--- config.mk ---
export PLATFORM = sky130hd
export DESIGN_NAME = ex_mul_div_unit
export DESIGN_NICKNAME = d
export VERILOG_FILES = /design/src/rtl/ex_mul_div_unit.sv
export SDC_FILE = /design/constraint.sdc
export NUM_CORES = 1
export LEC_CHECK = 0
export BUFFER_PORTS_ARGS = -buffer_cell sky130_fd_sc_hd__buf_2
export CAP_MARGIN = 20
export CORE_MARGIN = 4
export CORE_UTILIZATION = 56
export CTS_BUF_LIST = sky130_fd_sc_hd__clkbuf_16
export DETAILED_ROUTE_END_ITERATION = 7
export GPL_ROUTABILITY_DRIVEN = 0
export PLACE_DENSITY_LB_ADDON = 0.25
export RECOVER_POWER = 25
export SYNTH_ARGS = -nofsm -noshare
export SYNTH_HDL_FRONTEND = slang
export SYNTH_SLANG_ARGS = --single-unit
export TNS_END_PERCENT = 30
--- constraint.sdc ---
create_clock -name clk -period 8.6 [get_ports clk]
set_input_delay 0.86 -clock clk [delete_from_list [all_inputs] [get_ports clk]]
set_output_delay 0.86 -clock clk [all_outputs]
set_load 0.01 [all_outputs]
--- src/rtl/ex_mul_div_unit.sv ---
// Execute-stage multiply/divide unit.
// Runs iterative shift-add multiply and restoring divide, one result bit per
// cycle, owns the architectural HI/LO registers and serves MFHI/MFLO/MTHI/MTLO.
// While an operation is in flight the unit stalls EX and the upstream stages.
`timescale 1ns/1ps

module ex_mul_div_unit #(
    parameter int ITER = 32
) (
    input  logic        clk,
    input  logic        rst,
    input  logic        cpu_en,
    input  logic        exceptClear,
    input  logic [3:0]  ex_mdOperation,
    input  logic [31:0] ex_operandA,
    input  logic [31:0] ex_operandB,
    output logic        ex_mdStall,
    output logic [31:0] ex_mdResult,
    output logic [31:0] ex_hi,
    output logic [31:0] ex_lo
);

    localparam int            CW        = $clog2(ITER);
    localparam logic [CW-1:0] LAST_ITER = CW'(ITER - 1);

    localparam logic [3:0] OP_MULT  = 4'd1;
    localparam logic [3:0] OP_MULTU = 4'd2;
    localparam logic [3:0] OP_DIV   = 4'd3;
    localparam logic [3:0] OP_DIVU  = 4'd4;
    localparam logic [3:0] OP_MFHI  = 4'd5;
    localparam logic [3:0] OP_MFLO  = 4'd6;
    localparam logic [3:0] OP_MTHI  = 4'd7;
    localparam logic [3:0] OP_MTLO  = 4'd8;

    typedef enum logic [1:0] {
        IDLE = 2'd0,
        MUL  = 2'd1,
        DIV  = 2'd2,
        DONE = 2'd3
    } MdState;

    MdState state;
    MdState stateNext;

    logic [CW-1:0] counter;
    logic [63:0]   mulAcc;
    logic [32:0]   divRem;
    logic [31:0]   divQuo;
    logic [31:0]   magA;
    logic [31:0]   magB;
    logic [31:0]   rawA;
    logic          negResult;
    logic          negRem;
    logic          divByZero;
    logic [31:0]   hiReg;
    logic [31:0]   loReg;

    // Decode of the incoming operation
    logic          isMulStart;
    logic          isDivStart;
    logic          isStart;
    logic          isSignedOp;
    logic          aNeg;
    logic          bNeg;
    logic [31:0]   magAIn;
    logic [31:0]   magBIn;

    assign isMulStart = (ex_mdOperation == OP_MULT) || (ex_mdOperation == OP_MULTU);
    assign isDivStart = (ex_mdOperation == OP_DIV)  || (ex_mdOperation == OP_DIVU);
    assign isStart    = isMulStart || isDivStart;
    assign isSignedOp = (ex_mdOperation == OP_MULT) || (ex_mdOperation == OP_DIV);
    assign aNeg       = isSignedOp && ex_operandA[31];
    assign bNeg       = isSignedOp && ex_operandB[31];
    assign magAIn     = aNeg ? (32'd0 - ex_operandA) : ex_operandA;
    assign magBIn     = bNeg ? (32'd0 - ex_operandB) : ex_operandB;

    // One shift-add step: the multiplier sits in the low half of the
    // accumulator and is consumed LSB first as the product shifts in above it
    logic [32:0] mulSum;
    logic [63:0] mulAccNext;

    assign mulSum     = {1'b0, mulAcc[63:32]} + (mulAcc[0] ? {1'b0, magA} : 33'd0);
    assign mulAccNext = {mulSum, mulAcc[31:1]};

    // One restoring-divide step: shift in the next dividend bit and keep the
    // trial subtraction only when it does not borrow
    logic [33:0] divShifted;
    logic [33:0] divTrial;
    logic [32:0] divRemNext;
    logic [31:0] divQuoNext;

    assign divShifted = {divRem, divQuo[31]};
    assign divTrial   = divShifted - {2'b00, magB};
    assign divRemNext = divTrial[33] ? divShifted[32:0] : divTrial[32:0];
    assign divQuoNext = {divQuo[30:0], ~divTrial[33]};

    // Sign fix-up applied to the value produced by the final iteration
    logic [63:0] mulFinal;
    logic [31:0] quoFinal;
    logic [31:0] remFinal;

    assign mulFinal = negResult ? (64'd0 - mulAccNext) : mulAccNext;
    assign quoFinal = negResult ? (32'd0 - divQuoNext) : divQuoNext;
    assign remFinal = negRem    ? (32'd0 - divRemNext[31:0]) : divRemNext[31:0];

    // State register; only advances when the pipeline is enabled
    always_ff @(posedge clk or posedge rst) begin
        if (rst) begin
            state <= IDLE;
        end else if (cpu_en) begin
            state <= stateNext;
        end
    end

    // Next-state selection; a flush always returns to IDLE
    always_comb begin
        stateNext = state;
        if (exceptClear) begin
            stateNext = IDLE;
        end else begin
            case (state)
                IDLE: begin
                    if (isMulStart) begin
                        stateNext = MUL;
                    end else if (isDivStart) begin
                        stateNext = DIV;
                    end
                end
                MUL: begin
                    if (counter == LAST_ITER) begin
                        stateNext = DONE;
                    end
                end
                DIV: begin
                    if (counter == LAST_ITER) begin
                        stateNext = DONE;
                    end
                end
                DONE: begin
                    stateNext = IDLE;
                end
                default: begin
                    stateNext = IDLE;
                end
            endcase
        end
    end

    // Datapath: operand latch on issue, one iteration per cycle, HI/LO commit
    always_ff @(posedge clk or posedge rst) begin
        if (rst) begin
            counter   <= '0;
            mulAcc    <= '0;
            divRem    <= '0;
            divQuo    <= '0;
            magA      <= '0;
            magB      <= '0;
            rawA      <= '0;
            negResult <= 1'b0;
            negRem    <= 1'b0;
            divByZero <= 1'b0;
            hiReg     <= '0;
            loReg     <= '0;
        end else if (cpu_en) begin
            if (exceptClear) begin
                counter <= '0;
            end else begin
                case (state)
                    IDLE: begin
                        if (isStart) begin
                            counter   <= '0;
                            magA      <= magAIn;
                            magB      <= magBIn;
                            rawA      <= ex_operandA;
                            negResult <= aNeg ^ bNeg;
                            negRem    <= aNeg;
                            divByZero <= (ex_operandB == 32'd0);
                            mulAcc    <= {32'd0, magBIn};
                            divRem    <= '0;
                            divQuo    <= magAIn;
                        end else if (ex_mdOperation == OP_MTHI) begin
                            hiReg <= ex_operandA;
                        end else if (ex_mdOperation == OP_MTLO) begin
                            loReg <= ex_operandA;
                        end
                    end
                    MUL: begin
                        mulAcc  <= mulAccNext;
                        counter <= counter + 1'b1;
                        if (counter == LAST_ITER) begin
                            hiReg <= mulFinal[63:32];
                            loReg <= mulFinal[31:0];
                        end
                    end
                    DIV: begin
                        divRem  <= divRemNext;
                        divQuo  <= divQuoNext;
                        counter <= counter + 1'b1;
                        if (counter == LAST_ITER) begin
                            if (divByZero) begin
                                hiReg <= rawA;
                                loReg <= 32'hFFFF_FFFF;
                            end else begin
                                hiReg <= remFinal;
                                loReg <= quoFinal;
                            end
                        end
                    end
                    default: begin
                    end
                endcase
            end
        end
    end

    // Stall and move-from-HI/LO result are purely combinational
    always_comb begin
        ex_mdStall  = 1'b0;
        ex_mdResult = 32'd0;
        if (!rst) begin
            ex_mdStall = ((state == IDLE) && isStart) || (state == MUL) || (state == DIV);
        end
        if (ex_mdOperation == OP_MFHI) begin
            ex_mdResult = hiReg;
        end else if (ex_mdOperation == OP_MFLO) begin
            ex_mdResult = loReg;
        end
    end

    assign ex_hi = hiReg;
    assign ex_lo = loReg;

endmodule

# Word level (Yosys, flattened, before mapping)
# Index checks and enable logic that the tools add are counted.
[totals] reg_bits=299 out_inout_bits=97 word_cells=106 inputBits=72
[classes] n_mux=37 n_addsub=8 bitwise_logic=3 n_eq_ne=22 reduce_logical=23
[ops] cell="2-to-1 mux 32 bit" count=19
[ops] cell="case mux 32 bit (3 select lines)" count=2
[ops] cell="2-to-1 mux 64 bit" count=2
[ops] cell="case mux 64 bit (2 select lines)" count=1
[ops] cell="subtractor 1 x 32 -> 32 bit (first input constant)" count=4
[ops] cell="2-to-1 mux 33 bit" count=2
[ops] cell="case mux 33 bit (2 select lines)" count=1
[ops] cell="case mux 32 bit (2 select lines)" count=1
[ops] cell="subtractor 1 x 64 -> 64 bit (first input constant)" count=1
[ops] cell="subtractor 34 x 32 -> 34 bit" count=1
[ops] cell="adder 32 x 32 -> 33 bit" count=1
[ops] cell="logical NOT 32 bit" count=1
[ops] cell="== test 4 x 3 -> 1 bit (second input constant)" count=4
[ops] cell="!= test 2 bit (second input constant)" count=7
[ops] cell="AND reduction 4 bit" count=3
[ops] cell="2-to-1 mux 5 bit" count=2
[ops] cell="case mux 5 bit (2 select lines)" count=1
[ops] cell="== test 4 x 2 -> 1 bit (second input constant)" count=2
[ops] cell="2-to-1 mux 2 bit" count=4
[ops] cell="AND reduction 8 bit" count=1
[ops] cell="AND reduction 7 bit" count=1
[ops] cell="logical OR 1 bit" count=6
[ops] cell="case mux 2 bit (3 select lines)" count=1
[ops] cell="AND reduction 3 bit" count=2
[ops] cell="17 further kinds" count=23

# Longest topological paths before layout
# Gate-level depths: netlist (run 1).
[logic_depth] word_depth=7 mapped_depth=22 ltp_nobuf=18

# Worst setup path after synthesis (run 1)
# Ideal clock, no wire load.
[synth_path] kind="register -> register" from="register divRem[17]" to="register loReg[28] (netlist: ex_lo[28])" setup_ns=0.135 slack_ns=3.703 arrival_ns=4.762 synth_period_minus_slack_ns=4.897 required_ns=8.465 stages_incl_launch_ff=22 n_path_buf=4 cell_sequence="dfrtp_1 -> ha_1 -> buf_2 -> a21oi_2 -> o21ai_1 -> a41o_1 -> or3_4 -> mux2i_4 -> nor2_4 -> inv_1 -> buf_2 -> buf_1 -> buf_1 -> ha_1 -> nand3_1 -> or4_1 -> nand2b_1 -> nand2b_1 -> o21ai_0 -> xnor2_1 -> a221oi_1 -> o31ai_1"
[synth_between] elab_chain_cells=7
[synth_rtl] item="start: declaration" line_no="47" rtl="logic [32:0] divRem;"
[synth_rtl] item="start signal: assignment" line_no="196" rtl="divRem <= divRemNext;"
[synth_rtl] item="subtractor 34 x 32 -> 34 bit" line_no="93" rtl="assign divTrial = divShifted - {2'b00, magB};"
[synth_rtl] item="inverter 1 bit" line_no="95" rtl="assign divQuoNext = {divQuo[30:0], ~divTrial[33]};"
[synth_rtl] item="subtractor 1 x 32 -> 32 bit" line_no="103" rtl="assign quoFinal = negResult ? (32'd0 - divQuoNext) : divQuoNext;"
[synth_rtl] item="2-to-1 mux 32 bit" line_no="103"
[synth_rtl] item="2-to-1 mux 32 bit" line_no="200" rtl="if (divByZero) begin"
[synth_rtl] item="2-to-1 mux 32 bit" line_no="199" rtl="if (counter == LAST_ITER) begin"
[synth_rtl] item="case mux 32 bit (3 select lines)" line_no="168" rtl="case (state)"
[synth_rtl] item="end signal: assignment" line_no="184" rtl="loReg <= ex_operandA;"
[synth_rtl] item="end signal: assignment" line_no="192" rtl="loReg <= mulFinal[31:0];"
[synth_rtl] item="end signal: assignment" line_no="205" rtl="loReg <= quoFinal;"
[synth_rtl] item="end: declaration" line_no="56" rtl="logic [31:0] loReg;"
# Every way passes these cells. The select of a mux whose other input is x is not followed.
# A chain may end at the register's enable or synchronous reset.

# Worst setup path in the final report (run 1)
[layout_path] from="register divRem[9]" to="register loReg[28] (netlist: ex_lo[28])"
# Same word-level chain as after synthesis.

==> run summary, run 1 <==
GRT Residual Overflow -> 0
Worst Path Arrival -> 5.90 ns
Most frequent cells in the layout -> nand2_1 (401), o21ai_0 (332), dfrtp_1 (297)
Clock latency on the worst-skew pair -> 0.54 ns
RSZ-0062 raised after global routing -> no
Post-CTS Setup Repair Bufs -> 0
Worst hold endpoint -> rawA[17]
Register area share after synthesis -> 33.75%
Nets@finish -> 2917
Failing checks -> capacitance limit, slew limit
1st-iter DRT viols -> 2868
Global Route Usage Sum -> 34.01%
# DRC -> 0
Initial antenna violation count -> 1
Core Area -> 38830 µm²
Critical Path Source Type -> register
Top fanout value on the critical path -> 47
Die Area -> 42700 µm²
R2r setup slk -> 3.08 ns
TNS Setup -> 0 ns
I/O pins -> 169
Area leader, netlist -> dfrtp_1
Final WL -> 74680 µm
Syn_area_per_cell -> 8.169 µm²
First-pass GRT wire length -> 114700 µm
Outcome -> finished with violations
Root Driver -> clkbuf_16
Power per Cell Area -> 372.9 nW/µm²
Drt pass-1 iters -> 8
# clock sinks -> 298
Worst path required time -> 8.98 ns
Fmax -> 181.1 MHz
Wire per inst -> 22.59 µm
Commonest non-fill, non-tap cell in the layout -> nand2_1
Reg2reg start -> divRem[9]
Vias per cell -> 6.645
GRT met2 Usage -> 51.90%
Post-Place Setup Slack -> 3.248 ns
Main synth FF type -> dfrtp_1
CP endpoint kind -> register
Leak Pwr -> 0.01037 µW
Slew Limit Fails -> 155
Most used routing layer -> met2
Hold Path Class -> reg2reg
Final worst path period need -> 5.521 ns
Die W -> 206.6 µm
Die Y -> 206.6 µm
Clock Path Buffers -> 3
Via Count -> 21970
Multi-input gate area -> 13670 µm²
Area share of the largest cell type after synthesis -> 33.75%
H-tree depth -> 2
Setup Crit Path Kind -> reg2reg
Max-cap violation count -> 1
Clk slew on worst S/H paths -> 0.06 ns
GR Util met3 -> 6.608%
FILL cells -> 3420
Setup ws final -> 3.079 ns
CTS Buf Count -> 36
VDD IR max -> 0.2826 mV
Layout cell share with drive strength beyond 1 -> 10.51%
Fin. Hold Viols -> 0
Reg area -> 7458 µm²
Largest net degree at the start of global routing -> 155
Synth top area cells -> dfrtp_1 (34%), o21ai_0 (7.5%), nand2_1 (6.8%)
ANT cells -> 0
Final Skew -> 0.02063 ns
Number of enable flip-flop cells after synthesis -> 0
Hold Startpoint -> rawA[17]
Final period util -> 64.19%
Row count -> 72
Post-synthesis register bit count -> 298
Number of global-route vias before repair -> 20510
Setup violators final -> 0
Reg2reg end -> ex_lo[28]
PostCTS Resize Cnt -> 0
Detailed Place HPWL -> 54120 µm
Hold Buf Count CTS -> 0
Netlist cell types -> 105
Hold path depth -> 2
Yosys warns -> 0
Mapped Cells -> 2705
Area Overhead vs Synth -> 9.218%
GRT met1 Usage -> 46.11%
Max_slew headroom -> -176.1%
Reg2Reg Depth -> 18
Initial Util -> 56.91%
Number of port buffers -> 168
TritonCTS clock tree -> done
Slew @ Worst Pin -> 4.142 ns
Mapped cell area -> 22100 µm²
Ys async rst share -> 100.0%
Net Count, Synth -> 2854
Final ANT Viol Nets -> 0
[where the power goes]
group          switching (µW)  internal, µW  leakage (µW)
sequential                614          1940       0.00380
clock                     618           835      0.000549
combinational            3180          1810       0.00601
total                    4410          4580        0.0104
[synth_stat cells (all sizes together) (22+ instances only)]
| cell | count |
|---|---|
| a22oi | 47 |
| a22o | 62 |
| nor4 | 24 |
| ha | 75 |
| dfrtp | 298 |
| nor3 | 46 |
| xor2 | 72 |
| nand3 | 71 |
| a21o | 33 |
| and2 | 43 |
| o21a | 23 |
| o31ai | 76 |
| a21oi | 155 |
| mux2i | 23 |
| a211oi | 22 |
| clkbuf | 137 |
| nand2b | 30 |
| o21ai | 338 |
| or3 | 28 |
| xnor2 | 154 |
| a221oi | 44 |
| buf | 33 |
| inv | 64 |
| nand2 | 402 |
| nor2 | 181 |
[state kept, by name, summed over array words and instances (netlist names), 5 cells and up]
name,cells
ex_lo,32
magB,32
magA,32
counter,5
divRem,33
mulAcc,64
divQuo,32
ex_hi,32
rawA,31
[per-stage QoR]
step	instance area [µm²]	total power (µW)	std cells	utilization, %	hold WS (ns)
floorplan	22100	5945	2705	-	0.4374
global placement	23060	7223	3246	59.40	0.4516
detailed placement	23100	7374	3248	59.48	0.4620
CTS	24180	8861	3306	62.27	0.4763
global route	24130	9545	3306	62.16	0.4988
finish	24130	8999	3306	62.16	0.4772
[final cells by class]
cell class | count | share of cell area (%)
Clock inverter | 21 | 0.6429
Timing Repair Buffer | 195 | 4.272
Tap cell | 518 | 2.685
Sequential cell | 298 | 30.90
Clock buffer | 37 | 3.836
Multi-Input combinational cell | 2172 | 56.63
Inverter | 65 | 1.026
[worst max-delay path by stage]
stage | from | to | slack [ns]
5_1_grt | divRem[9] | ex_lo[28] | 2.72
3_3_place_gp | divRem[17] | ex_lo[28] | 3.39
6_report | divRem[9] | ex_lo[28] | 3.08
4_1_cts | divRem[9] | ex_lo[28] | 3.21
2_1_floorplan | divRem[17] | ex_lo[28] | 3.70
3_5_place_dp | divRem[9] | ex_lo[28] | 3.25
[critical path: stages, from the launching register on]
cell and delay [ns]:
dfrtp_1 0.45, ha_1 0.44, a21oi_1 0.36, o21ai_0 0.21
a21oi_1 0.21, nand3_2 0.21, mux2i_4 0.34, nor2_4 0.25
inv_1 0.13, buf_4 0.44, ha_1 0.37, nand3_1 0.16
or4_1 0.58, nand2b_1 0.25, nand2b_1 0.20, o21ai_0 0.22
xnor2_1 0.09, a221oi_1 0.29, o31ai_1 0.11
[cell families after synthesis]
family	Yosys count	synth area share, %
simple gates	921	19.55
compound gates	917	27.09
flops	298	33.75
buf+inv	235	4.683
xor+xnor	226	8.992
fa+ha+maj	77	4.428
mux	31	1.506
[layer usage]
metal  share of wire [%]  up-vias
met5               0.027        -
met4                 6.4        2
met3                  11      272
met2                  43     1368
met1                  39    10390
li1                    -     9937
Note: power is estimated with default switching activity, not from simulation.
==> inputs of run 2 (changes only) <==
Settings changed: ABC_AREA set to 1, CORE_UTILIZATION 56 to 60.
Clock period 8.6 ns to 5.5 ns, I/O delays scaled along.
==> run 2 against run 1 <==
Net effect:
- the run still ends with capacitance limit, slew limit left
- global-route usage up 5.1 points
- critical path type unchanged
- setup slack worse by 2.6 ns
- critical path depth up 9
- utilization up 4.6 points
- cell area up 10%
- synthesized area up 9.8%
- die area up 2.4%
==> run summary, run 2 <==
PostCTS Resize Cnt -> 0
Number of global-route vias before repair -> 24320
TritonCTS clock tree -> done
Critical Path Source Type -> register
Final WL -> 88420 µm
Worst path required time -> 5.99 ns
Core Area -> 39820 µm²
Via Count -> 26960
Top fanout value on the critical path -> 16
Setup Crit Path Kind -> reg2reg
Number of port buffers -> 168
Nets@finish -> 4059
Initial antenna violation count -> 2
Drt pass-1 iters -> 7
Mapped Cells -> 3811
Reg2reg start -> divRem[19]
First-pass GRT wire length -> 136400 µm
Most frequent cells in the layout -> nand2_1 (1149), inv_1 (538), nor2_1 (394)
Net Count, Synth -> 3960
Global Route Usage Sum -> 39.10%
Die W -> 209.1 µm
Number of enable flip-flop cells after synthesis -> 0
ANT cells -> 0
1st-iter DRT viols -> 3928
Crit-path slowest cell -> dfrtp_1
Final Skew -> 0.02973 ns
CP startpoint -> divRem[19]
TNS Setup -> 0 ns
Post-CTS Setup Repair Bufs -> 0
# DRC -> 0
Outcome -> finished with violations
Most frequent cell after synthesis -> nand2_1
CP endpoint kind -> register
Max reg flops -> 64
Worst Path Arrival -> 5.47 ns
Final worst path period need -> 4.973 ns
Leak Pwr -> 0.01400 µW
Initial Util -> 60.94%
RSZ-0062 raised after global routing -> no
GRT met2 Usage -> 57.00%
# clock sinks -> 298
Fmax -> 201.1 MHz
Detailed Place HPWL -> 66790 µm
Max-cap violation count -> 1
Die Y -> 209.1 µm
Setup violators final -> 0
Biggest regs -> mulAcc x64, divRem x33
Area Overhead vs Synth -> 9.620%
Hold Startpoint -> ex_operandB[31]
Commonest non-fill, non-tap cell in the layout -> nand2_1
Netlist cell types -> 64
Main synth FF type -> dfrtp_1
Post-synthesis register bit count -> 298
Final core occ -> 66.81%
Max incr delay on CP -> 0.42 ns
Placed insts -> 4393
Row count -> 73
Slew Limit Fails -> 107
GRT met1 Usage -> 54.51%
Hold slack -> 0.3024 ns
VDD IR max -> 0.6222 mV
I/O pins -> 169
Area share of the largest cell type after synthesis -> 30.73%
Die Area -> 43730 µm²
Most instantiated cells after synthesis -> nand2_1 (1149), inv_1 (535), nor2_1 (395)
Ys async rst share -> 100.0%
Slew @ Worst Pin -> 2.753 ns
Wire per inst -> 19.82 µm
Vias per cell -> 6.043
Yosys warns -> 0
Failing checks -> capacitance limit, slew limit
GR Util met3 -> 10.43%
Post-route insts no fill -> 4461
Area leader, netlist -> dfrtp_1
Final ANT Viol Nets -> 0
Most used routing layer -> met2
CTS Buf Count -> 37
Syn_area_per_cell -> 6.368 µm²
Register area share after synthesis -> 30.73%
Clock Path Buffers -> 3
Mapped cell area -> 24270 µm²
Largest reg by FF count -> mulAcc
Final period util -> 90.41%
Root Driver -> clkbuf_16
Power per Cell Area -> 674.9 nW/µm²
Fin. Hold Viols -> 0
Layout cell share with drive strength beyond 1 -> 7.342%
Clk slew on worst S/H paths -> 0.07 ns
Largest net degree at the start of global routing -> 107
GRT Residual Overflow -> 0
Max_slew headroom -> -83.50%
Clock latency on the worst-skew pair -> 0.58 ns
Hold Path Class -> in2reg
H-tree depth -> 2
Cell mode on critical path -> nand2_1
Synth top area cells -> dfrtp_1 (31%), nand2_1 (18%), inv_1 (8.3%)
[run 2: routing by layer]
metal	routed length, µm	up-vias
met5	7	-
met4	4841	2
met3	12670	245
met2	36760	1954
met1	34140	12290
li1	-	12470
[run 2: metrics by stage]
stage | total power, µW | cell area, µm² | worst slack [ns]
2_1_floorplan | 11690 | 24270 | 0.9909
3_3_place_gp | 14840 | 25420 | 0.9584
3_5_place_dp | 14950 | 25420 | 0.7880
4_1_cts | 17550 | 26640 | 0.7459
5_1_grt | 19180 | 26600 | 0.1769
6_report | 17960 | 26600 | 0.5274
[run 2: critical path, delay by kind of cell, from the launching register on]
| kind | cells | cell delay [ns] |
|---|---|---|
| buffers and inverters | 2 | 0.10 |
| and+or+nand+nor | 19 | 3.15 |
| AOI/OAI and AO/OA | 4 | 0.65 |
| DFF | 1 | 0.42 |
| adders and majority gates | 2 | 0.57 |
[run 2: logic make-up after synthesis]
kind of cell,synth area share [%]
xor gates and xnor gates,4.222
DFF,30.73
adders and majority gates,4.032
AOI/OAI and AO/OA,16.15
and+or+nand+nor,33.85
buffers and inverters,11.03
[run 2: final timing paths]
check / depth (start not counted) / to / slack (ns)
setup / recovery: 27 / ex_lo[28] / 0.53
hold / removal: 2 / negResult / 0.30
setup reg to reg: 27 / ex_lo[28] / 0.53
hold reg to reg: 2 / magA[9] / 0.48
max in group asynchronous: 4 / rawA[29] / 1.74
min in group asynchronous: 3 / mulAcc[0] / 0.66
[run 2: power by group]
part | total (µW) | internal [µW] | switching, µW
clock network | 2520 | 1450 | 1070
logic | 11600 | 3370 | 8250
registers | 3810 | 3110 | 705
[run 2: layout make-up]
| type | count | area [µm²] |
|---|---|---|
| inverters | 547 | 2056 |
| clock inverters | 27 | 259.0 |
| multi-input cells | 2822 | 14150 |
| repair buffers | 204 | 1074 |
| flip-flops and latches | 298 | 7458 |
| well taps | 525 | 656.9 |
| clock buffers | 38 | 950.9 |
| fillers | 3651 | 13220 |
[run 2: what timing repair did]
item | 4_1_cts | 5_1_grt
endpoints found under the setup margin | 0 | 0
endpoints found under the hold margin | 12 | 0
hold buffers | 1 | 0
